`src/rtl/clock_ctrl_pkg.sv`:
```
// Shared types and constants for the mm:ss clock controller.
package clock_ctrl_pkg;

  typedef enum logic [1:0] {
    RUN     = 2'd0,
    SET_MIN = 2'd1,
    SET_SEC = 2'd2,
    ALM_MIN = 2'd3
  } mode_t;

  typedef logic [3:0] bcd_t;

  localparam bcd_t BCD_NINE = 4'd9;
  localparam bcd_t BCD_FIVE = 4'd5;

  // Next value of a two-digit BCD counter that runs 00..59 and wraps to 00.
  function automatic logic [7:0] bcd60_next(input bcd_t hi, input bcd_t lo);
    logic [7:0] nxt;
    if (lo != BCD_NINE)      nxt = {hi, lo + 4'd1};
    else if (hi != BCD_FIVE) nxt = {hi + 4'd1, 4'd0};
    else                     nxt = 8'h00;
    return nxt;
  endfunction

endpackage

```
`src/rtl/bcd_mod60.sv`:
```
// Two-digit BCD counter 00..59; wrap flags the increment that returns it to 00.
import clock_ctrl_pkg::*;

module bcd_mod60 (
  input  logic       CLK,
  input  logic       rst,
  input  logic       inc,
  input  logic       clr,
  output logic [3:0] lo,
  output logic [3:0] hi,
  output logic       wrap
);

  assign wrap = inc && (lo == BCD_NINE) && (hi == BCD_FIVE);

  always_ff @(posedge CLK or posedge rst) begin
    if (rst) begin
      {hi, lo} <= 8'h00;
    end else if (clr) begin
      {hi, lo} <= 8'h00;
    end else if (inc) begin
      {hi, lo} <= bcd60_next(hi, lo);
    end
  end

endmodule

```
`src/rtl/clock_ctrl.sv`:
```
// mm:ss clock controller: mode FSM, one-second divider, blink phase, alarm
// duration counter and the display mux for the 7-segment scan logic.
import clock_ctrl_pkg::*;

module clock_ctrl #(
  parameter int TICK_DIV   = 50_000_000,
  parameter int BLINK_DIV  = 12_500_000,
  parameter int ALARM_SECS = 10
) (
  input  logic       CLK,
  input  logic       rst,
  input  logic       btn_mode,
  input  logic       btn_inc,
  input  logic       alm_en,
  output logic [3:0] d0,
  output logic [3:0] d1,
  output logic [3:0] d2,
  output logic [3:0] d3,
  output logic [3:0] blank,
  output logic [1:0] mode,
  output logic       sec_tick,
  output logic       alarm
);

  localparam int DW = $clog2(TICK_DIV);
  localparam int BW = $clog2(BLINK_DIV + 1);
  localparam int AW = $clog2(ALARM_SECS + 1);
  localparam logic [DW-1:0] DIV_LAST   = DW'(TICK_DIV - 1);
  localparam logic [BW-1:0] BLINK_LAST = BW'(BLINK_DIV - 1);
  localparam logic [AW-1:0] ALM_LOAD   = AW'(ALARM_SECS);
  localparam logic [AW-1:0] ALM_ONE    = AW'(1);

  mode_t         state_q, state_d;
  logic [DW-1:0] div_q;
  logic [BW-1:0] blink_q;
  logic          phase_q;
  logic [AW-1:0] alm_left_q;

  logic       tick, btn_any, inc_ok, fire;
  logic       sec_inc, min_inc, amin_inc;
  logic       sec_wrap, min_wrap_unused, amin_wrap_unused;
  logic [3:0] sec_lo, sec_hi, min_lo, min_hi, amin_lo, amin_hi;
  logic [7:0] min_next;

  assign tick     = (state_q == RUN) && (div_q == DIV_LAST);
  assign btn_any  = btn_mode | btn_inc;
  // While the alarm sounds, any button only silences it.
  assign inc_ok   = btn_inc & ~btn_mode & ~alarm;
  assign sec_inc  = (state_q == RUN) ? tick     : ((state_q == SET_SEC) & inc_ok);
  assign min_inc  = (state_q == RUN) ? sec_wrap : ((state_q == SET_MIN) & inc_ok);
  assign amin_inc = (state_q == ALM_MIN) & inc_ok;
  assign min_next = bcd60_next(min_hi, min_lo);
  assign fire     = sec_wrap && (state_q == RUN) && alm_en && (min_next == {amin_hi, amin_lo});

  bcd_mod60 u_sec  (.CLK(CLK), .rst(rst), .inc(sec_inc),  .clr(1'b0),
                    .lo(sec_lo),  .hi(sec_hi),  .wrap(sec_wrap));
  bcd_mod60 u_min  (.CLK(CLK), .rst(rst), .inc(min_inc),  .clr(1'b0),
                    .lo(min_lo),  .hi(min_hi),  .wrap(min_wrap_unused));
  bcd_mod60 u_amin (.CLK(CLK), .rst(rst), .inc(amin_inc), .clr(1'b0),
                    .lo(amin_lo), .hi(amin_hi), .wrap(amin_wrap_unused));

  always_ff @(posedge CLK or posedge rst) begin
    if (rst) state_q <= RUN;
    else     state_q <= state_d;
  end

  always_comb begin
    state_d = state_q;
    if (btn_mode && !alarm) begin
      case (state_q)
        RUN:     state_d = SET_MIN;
        SET_MIN: state_d = SET_SEC;
        SET_SEC: state_d = ALM_MIN;
        default: state_d = RUN;
      endcase
    end
  end

  always_comb begin
    blank = 4'b0000;
    d0    = sec_lo;
    d1    = sec_hi;
    d2    = min_lo;
    d3    = min_hi;
    case (state_q)
      SET_MIN: blank = {~phase_q, ~phase_q, 2'b00};
      SET_SEC: blank = {2'b00, ~phase_q, ~phase_q};
      ALM_MIN: begin
        blank = {~phase_q, ~phase_q, 2'b00};
        d3    = amin_hi;
        d2    = amin_lo;
        d1    = 4'd0;
        d0    = 4'd0;
      end
      default: ;
    endcase
  end

  assign mode = state_q;

  // Divider only runs in RUN so re-entry always starts a full second.
  always_ff @(posedge CLK or posedge rst) begin
    if (rst) begin
      div_q    <= '0;
      sec_tick <= 1'b0;
    end else begin
      sec_tick <= tick;
      if (state_q != RUN || tick) div_q <= '0;
      else                        div_q <= div_q + 1'b1;
    end
  end

  always_ff @(posedge CLK or posedge rst) begin
    if (rst) begin
      blink_q <= '0;
      phase_q <= 1'b1;
    end else if (blink_q == BLINK_LAST) begin
      blink_q <= '0;
      phase_q <= ~phase_q;
    end else begin
      blink_q <= blink_q + 1'b1;
    end
  end

  always_ff @(posedge CLK or posedge rst) begin
    if (rst) begin
      alarm      <= 1'b0;
      alm_left_q <= '0;
    end else if (!alm_en || (alarm && btn_any)) begin
      alarm <= 1'b0;
    end else if (fire) begin
      alarm      <= 1'b1;
      alm_left_q <= ALM_LOAD;
    end else if (alarm && tick) begin
      if (alm_left_q == ALM_ONE) alarm <= 1'b0;
      alm_left_q <= alm_left_q - 1'b1;
    end
  end

endmodule

```
`config.mk`:
```
export PLATFORM = sky130hd
export DESIGN_NAME = clock_ctrl
export DESIGN_NICKNAME = d
export VERILOG_FILES = /design/src/rtl/clock_ctrl_pkg.sv /design/src/rtl/bcd_mod60.sv /design/src/rtl/clock_ctrl.sv
export SDC_FILE = /design/constraint.sdc
export NUM_CORES = 1
export LEC_CHECK = 0
export ABC_AREA = 1
export CORE_ASPECT_RATIO = 0.75
export CORE_MARGIN = 2
export CORE_UTILIZATION = 45
export CTS_CLUSTER_DIAMETER = 150
export DETAILED_ROUTE_END_ITERATION = 6
export PLACE_DENSITY = 0.69
export SLEW_MARGIN = 15
export SYNTH_ARGS = -nofsm -noshare
export SYNTH_HDL_FRONTEND = slang
export SYNTH_SLANG_ARGS = --single-unit
```
`constraint.sdc`:
```
create_clock -name CLK -period 3.1 [get_ports CLK]
set_input_delay 0.93 -clock CLK [delete_from_list [all_inputs] [get_ports CLK]]
set_output_delay 0.93 -clock CLK [all_outputs]
set_load 0.01 [all_outputs]
```
==> flow_summary.json <==
{
  "dp_hpwl_um": 7480,
  "post-place-ws_ns": 0.212,
  "place.gp.congestion": 0.898,
  "rows": 32,
  "die_h_um": 94.0,
  "yosysWarnings": 0,
  "cts_resized": 0,
  "cts_tree": "done",
  "nNetsFinal": 698,
  "cts_buffer_depth": 2,
  "grt_max_degree": 51,
  "die_w_um": 124,
  "ys.flop_type": "dfrtp_1",
  "antenna_found_initial": 0,
  "yosys-top-cells-area": "dfrtp_1 42%, nand2_1 10%, inv_1 8.0%, nor2_1 7.6%, nand3_1 3.7%",
  "num_vias": 4236,
  "grt_setup_unrepaired": "false",
  "synthArstFlopShare_pct": 100,
  "critical_path_required_ns": 2.17,
  "antenna_cells": 0,
  "cp-start-kind": "flip-flop",
  "final-hold-violation-count": 0,
  "fin_ws_ns": 0.162,
  "dr.pass1.iters": 5,
  "hold_buffers": 0,
  "yosys-top-cells-count": "133 x nand2_1, 104 x inv_1, 98 x nor2_1, 82 x dfrtp_1, 36 x nand3_1",
  "hp-class": "reg2reg",
  "port-buffer-count": 28,
  "cpPeakStageDelay_ns": 0.58,
  "yosysMostFrequentCell": "nand2_1",
  "grt_pass1_wl_um": 17700,
  "crit_slowest_cell": "clkdlybuf4s50_1",
  "wl_um": 10100,
  "cp.arrival_ns": 2.01,
  "syn_avg_cell_area_um2": 7.45,
  "setup_viol_count_final": 0,
  "viasPerCell": 5.14,
  "ys_ff_latch": 83,
  "tightest_slew_ns": 0.750,
  "vdd_drop_max_v": 0.000296,
  "dp.cells": 808,
  "ys_types": 39,
  "clock_sinks": 83,
  "slew_headroom_pct": 49.5,
  "tns_ns": 0,
  "cts_htree_levels": 3,
  "drc": 0,
  "fin_crit_ns": 2.94,
  "die-area_mm2": 0.0116,
  "crit_path_end_kind": "output pin",
  "p_leak_nw": 2.62,
  "crit_chain": "ha_1, buf_4, o21ai_0, clkdlybuf4s50_1",
  "first_global_vias": 3857,
  "numCtsBuffers": 9,
  "drt_iter0_markers": 324,
  "initial_utilization_pct": 46.6,
  "yosysTopAreaCell": "dfrtp_1",
  "core_mm2": 0.0104,
  "layout-drive-gt1-share_pct": 7.27,
  "cap_violations": 0,
  "whs_ns": 0.466,
  "io_pins": 29,
  "yosysSeqAreaShare_pct": 42.8,
  "finalMaxSlewViolations": 0,
  "outcome": "completed",
  "synthCells": 652,
  "postRouteAntennaNets": 0,
  "max_freq_mhz": 340,
  "synth_top_area_share_pct": 42.3,
  "netlist_area_mm2": 0.00486,
  "clk_latency_ns": 0.34,
  "post_cts_buffers": 0,
  "stdcell_count": 824,
  "p_per_area_mw_per_mm2": 656,
  "overflow": 0,
  "grtUsageTotal_pct": 19.2,
  "synth_nets": 667,
  "clkTransAtPathRegs_ns": 0.06,
  "worst-path-max-fanout": 26,
  "skew_ns": 0.00646,
  "finalCritPeriodShare_pct": 94.8,
  "fill_cells": 968,
  "syn2layout_area_growth_pct": 15.4,
  "root_buffer": "clkbuf_16",
  "drt-wirelength-per-cell_um": 12.3,
  "synth_edf_count": 0,
  "crit_type": "reg2out"
}
-- per-layer routing --
metal,GRT usage (%),vias up,routed length [um]
li1,-,2144,-
met1,27.5,1972,5190
met2,28.6,105,4340
met3,4.67,15,444
met4,6.27,0,150
met5,0,-,0
-- through the flow --
stage	power [mW]	utilization (%)	instance area [um^2]
after global routing	3.93	53.8	5600
after CTS	3.71	53.8	5600
final	3.68	53.8	5600
after detailed placement	2.56	50.8	5290
after global placement	2.53	50.8	5290
after floorplan	2.09	-	4860
-- worst max-delay path: cells and delay by family, from the launching register on --
kind / cells / cell delay (ns)
compound gates: 1 / 0.25
fa+ha+maj: 1 / 0.21
buf+inv: 2 / 0.79
flops: 1 / 0.42
-- cell usage in the layout, fill, tap and decap left out, types with 5 or more instances in the layout --
cell | netlist | layout
a21oi_1 | 20 | 20
nand2_1 | 133 | 133
xor2_1 | 18 | 18
nor2_2 | 6 | 6
inv_1 | 104 | 103
clkdlybuf4s50_1 | 0 | 28
clkbuf_16 | 0 | 9
nor2_1 | 98 | 98
nand2_2 | 7 | 7
nand3_1 | 36 | 36
nor3_1 | 34 | 33
o21ai_2 | 6 | 6
o21ai_0 | 24 | 23
dfrtp_1 | 82 | 82
ha_1 | 10 | 10
nand4_1 | 18 | 18
nor4_1 | 5 | 5
-- logic make-up (layout without fill, tap and decap cells) --
family	count (synthesis)	in the layout	share of synthesized area (%)
xor gates and xnor gates	20	20	3.61
buffers and inverters	117	153	9.46
and+or+nand+nor	353	353	33.2
DFF	83	83	42.8
muxes	1	1	0.206
AOI/OAI and AO/OA	68	68	8.19
adders and majority gates	10	10	2.58
-- worst paths after layout --
path | startpoint | to | slack, ns | depth (start not counted)
max | mode[0] | d3[3] | 0.16 | 4
min | div_q[0] | div_q[0] | 0.47 | 1
max reg2reg | div_q[0] | alm_left_q[2] | 0.75 | 14
min reg2reg | div_q[0] | div_q[0] | 0.47 | 1
max in group asynchronous | rst | blink_q[8] | 1.47 | 3
min in group asynchronous | rst | sec_tick | 0.97 | 2
-- power by group --
group / total (mW) / leakage (nW) / switching (mW) / internal, mW
combinational: 1.19 / 1.39 / 0.671 / 0.519
clock: 1.13 / 0.143 / 0.428 / 0.707
sequential: 1.35 / 1.08 / 0.141 / 1.21
total: 3.68 / 2.62 / 1.24 / 2.44
-- cell type report --
| cell class | instances | area (um^2) | share of cell area, % |
|---|---|---|---|
| multi-input cells | 452 | 2320 | 41.5 |
| flip-flops and latches | 83 | 2080 | 37.1 |
| inverters | 105 | 395 | 7.06 |
| repair buffers | 32 | 323 | 5.76 |
| clock buffers | 12 | 236 | 4.22 |
| well taps | 136 | 170 | 3.04 |
| clock inverters | 4 | 75.1 | 1.34 |
-- flip-flops by register name (all words and copies together), names as in the netlist, 2 cells and up --
register    flops
u_sec.lo        4
u_amin.hi       4
mode            2
div_q          26
u_amin.lo       4
u_sec.hi        4
u_min.lo        4
u_min.hi        4
blink_q        24
alm_left_q      4
Note: power is estimated with default switching activity, not from simulation.
